<file path="config.mk">
export PLATFORM = sky130hd
export DESIGN_NAME = wash_scheduler
export DESIGN_NICKNAME = d
export VERILOG_FILES = /design/src/rtl/wash_scheduler.sv
export SDC_FILE = /design/constraint.sdc
export NUM_CORES = 1
export LEC_CHECK = 0
export CAP_MARGIN = 5
export CORE_UTILIZATION = 55
export CTS_BUF_LIST = sky130_fd_sc_hd__clkbuf_8
export DETAILED_ROUTE_END_ITERATION = 12
export PLACE_DENSITY = 0.84
export SYNTH_ARGS = -nofsm -noshare
export SYNTH_HDL_FRONTEND = slang
export SYNTH_SLANG_ARGS = --single-unit
</file>
<file path="constraint.sdc">
create_clock -name i_clk -period 2.91 [get_ports i_clk]
set_clock_uncertainty 0.15 [all_clocks]
set_input_delay 0.7275 -clock i_clk [delete_from_list [all_inputs] [get_ports i_clk]]
set_output_delay 0.7275 -clock i_clk [all_outputs]
set_load 0.05 [all_outputs]
</file>
<file path="src/rtl/wash_scheduler.sv">
// Round-robin sharing of one washer between coin-operated kiosks.
// Define WASH_SCHED_REFUND_EN to return credits on an abort from LOAD.
module wash_scheduler #(
    parameter int N_REQ        = 4,
    parameter int PRICE        = 3,
    parameter int CW           = 3,
    parameter int LOAD_TIMEOUT = 2500
) (
    input  logic               i_clk,
    input  logic               i_rst,
    input  logic [N_REQ-1:0]   i_coin,
    input  logic [N_REQ-1:0]   i_req,
    input  logic [2*N_REQ-1:0] i_mode_sel,
    input  logic [N_REQ-1:0]   i_cancel,
    input  logic               i_wash_idle,
    input  logic               i_wash_busy,
    input  logic               i_wash_done,
    output logic [N_REQ-1:0]   o_grant,
    output logic               o_wash_coin,
    output logic [3:0]         o_wash_mode,
    output logic               o_wash_cancel,
    output logic [N_REQ-1:0]   o_job_done,
    output logic [N_REQ-1:0]   o_credit_ok
);

    localparam int IW = (N_REQ > 1) ? $clog2(N_REQ) : 1;
    localparam int TW = $clog2(LOAD_TIMEOUT + 1);
    localparam logic [CW-1:0] PRICE_C  = CW'(PRICE);
    localparam logic [CW+1:0] PRICE_W  = (CW+2)'(PRICE);
    localparam logic [CW+1:0] MAX_W    = (CW+2)'((1 << CW) - 1);
    localparam logic [TW-1:0] TO_LAST  = TW'(LOAD_TIMEOUT - 1);
    localparam logic [IW-1:0] LAST_RST = IW'(N_REQ - 1);
`ifdef WASH_SCHED_REFUND_EN
    localparam bit REFUND_EN = 1'b1;
`else
    localparam bit REFUND_EN = 1'b0;
`endif

    typedef enum logic [2:0] {
        S_IDLE, S_GRANT, S_LOAD, S_RUN, S_ABORT, S_DONE
    } state_t;

    state_t           state;
    logic [IW-1:0]    owner;
    logic [IW-1:0]    last;
    logic [TW-1:0]    tmo;
    logic             from_load;
    logic [CW-1:0]    credit     [N_REQ];
    logic [CW-1:0]    credit_nxt [N_REQ];
    logic [N_REQ-1:0] elig;
    logic [N_REQ-1:0] deduct;
    logic [N_REQ-1:0] refund;
    logic             any_elig;
    logic [IW-1:0]    win;
    logic             start;

    function automatic logic [3:0] mode_onehot(input logic [1:0] m);
        logic [3:0] r;
        unique case (m)
            2'b00:   r = 4'b0001;
            2'b01:   r = 4'b0010;
            2'b10:   r = 4'b0100;
            default: r = 4'b1000;
        endcase
        return r;
    endfunction

    always_comb begin
        for (int k = 0; k < N_REQ; k++) begin
            o_credit_ok[k] = credit[k] >= PRICE_C;
            elig[k] = i_req[k] && (credit[k] >= PRICE_C) && !i_cancel[k];
        end
    end

    // First eligible kiosk scanning upward from the one after the last winner
    always_comb begin
        int j;
        logic [IW-1:0] idx;
        j = 0;
        idx = '0;
        win = '0;
        any_elig = 1'b0;
        for (int i = 0; i < N_REQ; i++) begin
            j = int'(last) + 1 + i;
            if (j >= N_REQ) j = j - N_REQ;
            if (j >= N_REQ) j = j - N_REQ;
            idx = IW'(j);
            if (!any_elig && elig[idx]) begin
                any_elig = 1'b1;
                win = idx;
            end
        end
    end

    assign start  = (state == S_IDLE) && i_wash_idle && any_elig;
    assign deduct = start ? (N_REQ'(1) << win) : '0;
    assign refund = (REFUND_EN && state == S_ABORT && from_load)
                  ? (N_REQ'(1) << owner) : '0;

    always_comb begin
        logic [CW+1:0] sum;
        sum = '0;
        for (int k = 0; k < N_REQ; k++) begin
            sum = {2'b00, credit[k]} + (CW+2)'(i_coin[k]);
            if (deduct[k]) sum = sum - PRICE_W;
            if (refund[k]) sum = sum + PRICE_W;
            credit_nxt[k] = (sum > MAX_W) ? MAX_W[CW-1:0] : sum[CW-1:0];
        end
    end

    always_ff @(posedge i_clk) begin
        if (i_rst) begin
            for (int k = 0; k < N_REQ; k++) credit[k] <= '0;
        end else begin
            credit <= credit_nxt;
        end
    end

    always_ff @(posedge i_clk) begin
        if (i_rst) begin
            state         <= S_IDLE;
            owner         <= '0;
            last          <= LAST_RST;
            tmo           <= '0;
            from_load     <= 1'b0;
            o_grant       <= '0;
            o_wash_coin   <= 1'b0;
            o_wash_mode   <= '0;
            o_wash_cancel <= 1'b0;
            o_job_done    <= '0;
        end else begin
            unique case (state)
                S_IDLE: begin
                    if (start) begin
                        state       <= S_GRANT;
                        owner       <= win;
                        last        <= win;
                        o_grant     <= N_REQ'(1) << win;
                        o_wash_coin <= 1'b1;
                        o_wash_mode <= mode_onehot(i_mode_sel[{win, 1'b0} +: 2]);
                    end
                end
                S_GRANT: begin
                    o_wash_coin <= 1'b0;
                    tmo         <= '0;
                    state       <= S_LOAD;
                end
                S_LOAD: begin
                    if (i_cancel[owner]) begin
                        state         <= S_ABORT;
                        o_wash_cancel <= 1'b1;
                        from_load     <= 1'b1;
                    end else if (i_wash_busy) begin
                        state <= S_RUN;
                    end else if (tmo == TO_LAST) begin
                        state         <= S_ABORT;
                        o_wash_cancel <= 1'b1;
                        from_load     <= 1'b1;
                    end else begin
                        tmo <= tmo + 1'b1;
                    end
                end
                S_RUN: begin
                    if (i_wash_done) begin
                        state      <= S_DONE;
                        o_job_done <= o_grant;
                    end else if (i_cancel[owner]) begin
                        state         <= S_ABORT;
                        o_wash_cancel <= 1'b1;
                        from_load     <= 1'b0;
                    end
                end
                S_ABORT: begin
                    o_wash_cancel <= 1'b0;
                    from_load     <= 1'b0;
                    o_grant       <= '0;
                    o_wash_mode   <= '0;
                    state         <= S_IDLE;
                end
                S_DONE: begin
                    o_job_done  <= '0;
                    o_grant     <= '0;
                    o_wash_mode <= '0;
                    state       <= S_IDLE;
                end
                default: state <= S_IDLE;
            endcase
        end
    end

endmodule

</file>
==> reports/qor.txt, run 1 <==
CTS tree -> done
worst vdd ir -> 0.255 mV
fin util -> 78.8%
wire length per cell -> 15.5 um
Tmin final -> 2890 ps
failing checks -> DRC
CP top delay family -> simple AND/OR/NAND/NOR gates
Pwr per Cell Area -> 396 mW/mm2
Seq. cell area -> 901 um2
vias in the first global route -> 2413
RR Startpoint -> credit[4]$_SDFF_PP0_
EDFF count, synth -> 0
1st-iter DRT viols -> 214
CTS Buffer Depth -> 2
fmax -> 346 MHz
biggest cell delay along the critical path -> 410 ps
antenna-violating nets left -> 0
clk sinks -> 45
fin crit share -> 99.4%
Synth top area share -> 34.1%
post-synthesis cell area -> 0.00264 mm2
global-route wire length before repair -> 10700 um
Synth area leader -> dfxtp_1
CP Max Fanout -> 7
Setup Total Neg Slack -> 0 ps
Gate Count Post-Synth -> 304
H-Tree Depth -> 2
# IOs -> 43
Core Rows -> 24
largest net degree at the start of global routing -> 24
warnings from Yosys -> 0
CP Launch Point -> i_cancel[3]
drc violations -> 3
Arrival @ worst endpoint -> 2960 ps
Clock transition at path regs -> 90 ps
CTS Hold Bufs -> 0
syn nets -> 342
Required @ worst endpoint -> 2970 ps
Worst Path Buf+Inv -> 4
Worst-Margin Slew -> 533 ps
setup violators final -> 0
Reg2Reg Capture Point -> credit[5]$_SDFF_PP0_
dpl hpwl -> 4850 um
WS Path Type -> in2reg
Layout area overhead -> 33.6%
GP Congestion -> 0.880
GR Util All Layers -> 26.3%
fraction of layout cells with a size suffix above 1 -> 17.3%
GR Overflow Total -> 0
flop2flop setup slack -> 480 ps
cell count along the critical path -> 11
min-delay worst type -> reg2reg
TritonCTS Buffers -> 5
via/cell ratio -> 6.12
Die Y -> 71.3 um
vias -> 2613
Max Cap Viol -> 0
Setup crit start kind -> input pin
share of the yosys chip area belonging to registers -> 34.1%
# diodes -> 0
Slew HR -> 64.3%
Chip Width -> 71.3 um
leakage -> 1.46 nW
initial antenna violation count -> 0
CTS root buffer -> clkbuf_8
Starting Density -> 59.0%
number of port buffers -> 42
die area -> 0.00508 mm2
Mean Syn Cell Area -> 8.68 um2
CP endpoint -> credit[6]$_SDFF_PP0_
slowest stage cell, crit path -> clkdlybuf4s50_1
nets -> 412
Cell variety after synth -> 55
synthesized flop and latch total -> 45
routed wire length -> 6640 um
leading register cell type out of synthesis -> dfxtp_1
multi-input logic area -> 0.00173 mm2
status -> finished, violations left
Worst-Skew Late Latency -> 300 ps
DR pass1 iterations -> 9
Synth async-reset ratio -> 0%
Pins Over Slew Limit -> 0
top area cells in the synthesized netlist -> dfxtp_1 34%, ha_1 6.2%, nand2_1 4.5%
worst-path cell chain -> clkdlybuf4s50_1 -> and2b_4 -> nand2_1 -> nor3_1 -> nor4_4 -> buf_6 -> buf_4 -> nor3_2 -> buf_4 -> nor3_1 -> a311oi_1
FILL cells -> 300
final hold violation count -> 0
Worst Setup End Kind -> flop
worst reg2reg path depth -> 9
core area -> 0.00447 mm2
## layer usage
layer  part of all wire (%)  GRT usage, %  vias up
met5                      0             0        -
met4                    2.4          9.78        0
met3                    4.9          4.36       22
met2                     49          44.1       85
met1                     44          34.1     1232
li1                       -             -     1274
## power breakdown
group	internal [mW]	leakage, nW	switching [mW]
clock	0.257	0.0543	0.223
combinational	0.130	1.04	0.138
sequential	0.633	0.364	0.0177
total	1.02	1.46	0.378
## layout make-up
class / instances / area share (%)
clock inverters: 3 / 1.31
clock buffers: 5 / 1.95
repair buffers: 73 / 19.2
flip-flops and latches: 45 / 25.5
inverters: 9 / 0.958
well taps: 52 / 1.84
multi-input cells: 240 / 49.2
## Yosys cell counts, types with 3 or more instances
cell	count
a21oi_1	14
clkbuf_1	7
nand3b_1	3
nand2_1	32
nor4b_1	3
a221oi_1	3
nor2_1	31
a211oi_1	11
and3_1	6
xnor2_1	3
xor2_1	12
nand2b_1	4
nor3_1	10
inv_1	9
a21o_1	4
a31oi_1	7
dfxtp_1	45
o21ai_0	9
o31ai_1	8
nand3_1	11
mux2i_1	9
nand4_1	5
ha_1	13
and2_1	3
## worst min path at each step
| stage | end | slack, ps | cells after the start | from |
|---|---|---|---|---|
| 2_1_floorplan | owner[1]$_SDFFE_PP0P_ | 290 | 2 | owner[1]$_SDFFE_PP0P_ |
| 3_3_place_gp | o_wash_coin$_SDFFE_PP0P_ | 280 | 2 | o_wash_coin$_SDFFE_PP0P_ |
| 3_5_place_dp | o_wash_coin$_SDFFE_PP0P_ | 300 | 2 | o_wash_coin$_SDFFE_PP0P_ |
| 4_1_cts | o_wash_coin$_SDFFE_PP0P_ | 310 | 2 | o_wash_coin$_SDFFE_PP0P_ |
| 5_1_grt | o_wash_coin$_SDFFE_PP0P_ | 340 | 2 | o_wash_coin$_SDFFE_PP0P_ |
| 6_report | o_wash_coin$_SDFFE_PP0P_ | 310 | 2 | o_wash_coin$_SDFFE_PP0P_ |
## flip-flops by register name, indices dropped and copies added, names as in the netlist
signal,count
o_wash_cancel,1
tmo,12
last,2
o_wash_coin,1
credit,12
o_wash_mode,4
o_grant,4
o_job_done,4
owner,2
state,3
## cell families after synthesis
kind of cell | share of synthesized area [%]
fa+ha+maj | 6.16
compound gates | 20.2
xor+xnor | 4.98
mux | 5.26
flops | 34.1
buf+inv | 3.27
simple gates | 26.0
## worst register-to-register path, stage by stage, from the launching register on
cell     delay (ps)
dfxtp_1         380
a21o_1          190
and3b_4         290
nor3_1          110
nor4_4          360
buf_6           180
nand3_1         150
buf_4           210
o21ai_0         200
a31oi_1         110
## metrics by stage
step	setup slack (ps)	hold slack (ps)	std cells	total power, mW	cell area (um2)
2_1_floorplan	268	291	304	0.819	2640
3_3_place_gp	-213	282	417	0.910	3300
3_5_place_dp	-261	302	417	0.919	3300
4_1_cts	40.9	313	425	1.39	3420
5_1_grt	-70.9	335	427	1.46	3530
6_report	18.0	314	427	1.40	3530
## cells in the final DEF (no fill, tap or decap), types with 9 or more instances in the layout
cell             count
a211oi_1             9
a21oi_1             14
buf_4               28
clkdlybuf4s50_1     40
dfxtp_1             45
ha_1                13
inv_1                9
nand2_1             32
nand3_1             11
nor2_1              31
nor3_1               9
o21ai_0              9
xor2_1              12
## timing repair
action / 4_1_cts / 5_1_grt
resized for setup: 0 / 21
setup buffers: 0 / 1
setup endpoints to repair: 0 / 12
(Power assumes the default switching activity.)
==> run 2, diff against run 1 <==
Settings changed: CORE_UTILIZATION 55 to 50, GPL_ROUTABILITY_DRIVEN set to 0, PLACE_DENSITY 0.84 to 0.8.
Clock period 2.91 ns to 2.6 ns, I/O delays scaled along.
==> reports/qor.txt, run 2 (same netlist as run 1, synthesis figures left out) <==
status -> finished, final reports clean
WS Path Type -> in2reg
register share of total power -> 45.6% (-0.9 points)
fraction of layout cells with a size suffix above 1 -> 23.7% (+6.4 points)
Layout area overhead -> 39.5%
Required @ worst endpoint -> 2680 ps (-290 ps)
GR Util All Layers -> 25.5% (-0.78 points)
sw frac -> 27.5% (+0.40 points)
commonest non-fill, non-tap cell in the layout -> buf_4
initial antenna violation count -> 0 (unchanged)
routed wire length -> 6940 um (+4.6%)
Clock transition at path regs -> 90 ps (about the same)
final hold violation count -> 0 (unchanged)
Pwr per Cell Area -> 435 mW/mm2 (+9.6%)
Clock Power Share -> 33.4% (-0.9 points)
biggest regs -> credit (12), tmo (12)
Seq. cell area -> 901 um2 (unchanged)
Psw -> 440 uW (+16%)
largest net degree at the start of global routing -> 24 (unchanged)
vias in the first global route -> 2475 (+2.6%)
CTS root buffer -> clkbuf_8
RSZ-0062 raised after global routing -> yes
CP Max Fanout -> 5 (-2)
wire length per cell -> 15.0 um (-3.4%)
drc violations -> 0 (-3)
min-delay worst type -> reg2reg
Die Y -> 74.7 um (+4.7%)
number of port buffers -> 42 (unchanged)
Setup crit start kind -> input pin
FILL cells -> 393 (+31%)
Tmin final -> 2580 ps
Worst-Skew Late Latency -> 300 ps (about the same)
Max Cap Viol -> 0 (unchanged)
DR pass1 iterations -> 4 (-5)
nets -> 429 (+4.1%)
Chip Width -> 74.7 um (+4.7%)
worst vdd ir -> 0.251 mV (-1.8%)
Setup Total Neg Slack -> 0 ps (unchanged)
Internal Power -> 1.16 mW (+14%)
die area -> 0.00557 mm2 (+9.7%)
antenna-violating nets left -> 0 (unchanged)
Non-Filler Instances -> 462 (+8.2%)
GR Overflow Total -> 0 (unchanged)
dpl hpwl -> 4940 um (+1.7%)
1st-iter DRT viols -> 106 (-50%)
Slew HR -> 66.2% (+1.9 points)
Core Rows -> 26 (+8.3%)
clk sinks -> 45 (unchanged)
Arrival @ worst endpoint -> 2660 ps (-300 ps)
# IOs -> 43 (unchanged)
vias -> 2654 (+1.6%)
Comb pwr share -> 21.0% (+1.9 points)
Worst Setup End Kind -> flop
fin crit share -> 99.1%
Starting Density -> 51.7% (-7.3 points)
TritonCTS Buffers -> 5 (unchanged)
CTS Hold Bufs -> 0 (unchanged)
most frequent cells in the layout -> 46 x buf_4, 45 x dfxtp_1, 33 x clkdlybuf4s50_1
via/cell ratio -> 5.74 (-6.1%)
# diodes -> 0 (unchanged)
multi-input logic area -> 0.00177 mm2 (+2.2%)
H-Tree Depth -> 2 (unchanged)
Inst Count DP -> 444 (+6.5%)
CTS Buffer Depth -> 2 (unchanged)
Pins Over Slew Limit -> 0 (unchanged)
core area -> 0.00511 mm2 (+14%)
post-route cell area -> 0.00368 mm2 (+4.4%)
area post-placement -> 0.00338 mm2 (+2.3%)
setup violators final -> 0 (unchanged)
leakage -> 1.56 nW (+7.2%)
fmax -> 388 MHz
CTS tree -> done
global-route wire length before repair -> 11000 um (+2.7%)
Worst-Margin Slew -> 505 ps (-28.1 ps)
[run 2: changes by cell type in the layout (fill, tap and decap cells not counted), sizes merged]
cell | before | now
clkdlybuf4s50 | 40 | 33
inv | 9 | 10
clkinvlp | 1 | 0
dlygate4sd2 | 0 | 5
clkbuf | 5 | 7
dlymetal6s2s | 2 | 1
buf | 31 | 49
[run 2: what timing repair did]
| action | CTS | global route |
|---|---|---|
| buffers inserted | 5 | 4 |
| gates cloned | 1 | 0 |
| pin swaps | 15 | 11 |
| endpoints found under the setup margin | 22 | 12 |
| resized for setup | 26 | 14 |
[run 2: worst paths after layout]
path                                  from                        to  slack [ps]  cells after the start
setup / recovery                  i_req[3]      credit[5]$_SDFF_PP0_          20                      9
hold / removal    o_wash_coin$_SDFFE_PP0P_  o_wash_coin$_SDFFE_PP0P_         310                      2
setup reg to reg      credit[8]$_SDFF_PP0_      credit[5]$_SDFF_PP0_         170                      9
hold reg to reg   o_wash_coin$_SDFFE_PP0P_  o_wash_coin$_SDFFE_PP0P_         310                      2
[run 2: area by class of cell]
type	count	area share (%)
Tap cell	70	2.38
Inverter	9	0.917
Sequential cell	45	24.5
Clock inverter	3	1.16
Clock buffer	5	1.87
Multi-Input combinational cell	240	48.1
Timing Repair Buffer	90	21.1
[run 2: stage by stage]
stage                     hold slack (ps)  utilization, %  power [mW]  setup slack, ps
after floorplan                       291               -       0.916             35.6
after global placement                281            66.1        1.04             -429
after detailed placement              304            66.1        1.05             -496
after CTS                             316            70.8        1.59             10.3
after global routing                  346            72.1        1.67            -33.0
final                                 310            72.1        1.60             23.1
[run 2: worst max-delay path, stage by stage]
cell	delay, ps
dlygate4sd2_1	240
and2b_4	180
and3_4	180
o21ba_1	180
nor4_2	350
buf_4	220
or3b_1	370
xor2_1	170
a31oi_1	130
[run 2: power by group through the flow]
stage          Sequential (mW)  Clock [mW]  Combinational (mW)
2_1_floorplan            0.746           0               0.170
3_3_place_gp             0.743           0               0.301
3_5_place_dp             0.744           0               0.310
4_1_cts                  0.729       0.537               0.322
5_1_grt                  0.732       0.568               0.368
6_report                 0.730       0.534               0.336
[run 2: layer usage]
layer	up-vias	track usage, %	routed length [um]
met2	91	41.3	3200
met3	22	5.62	433
met4	0	12.8	219
li1	1309	-	-
met5	-	0	0
met1	1232	32.0	3090
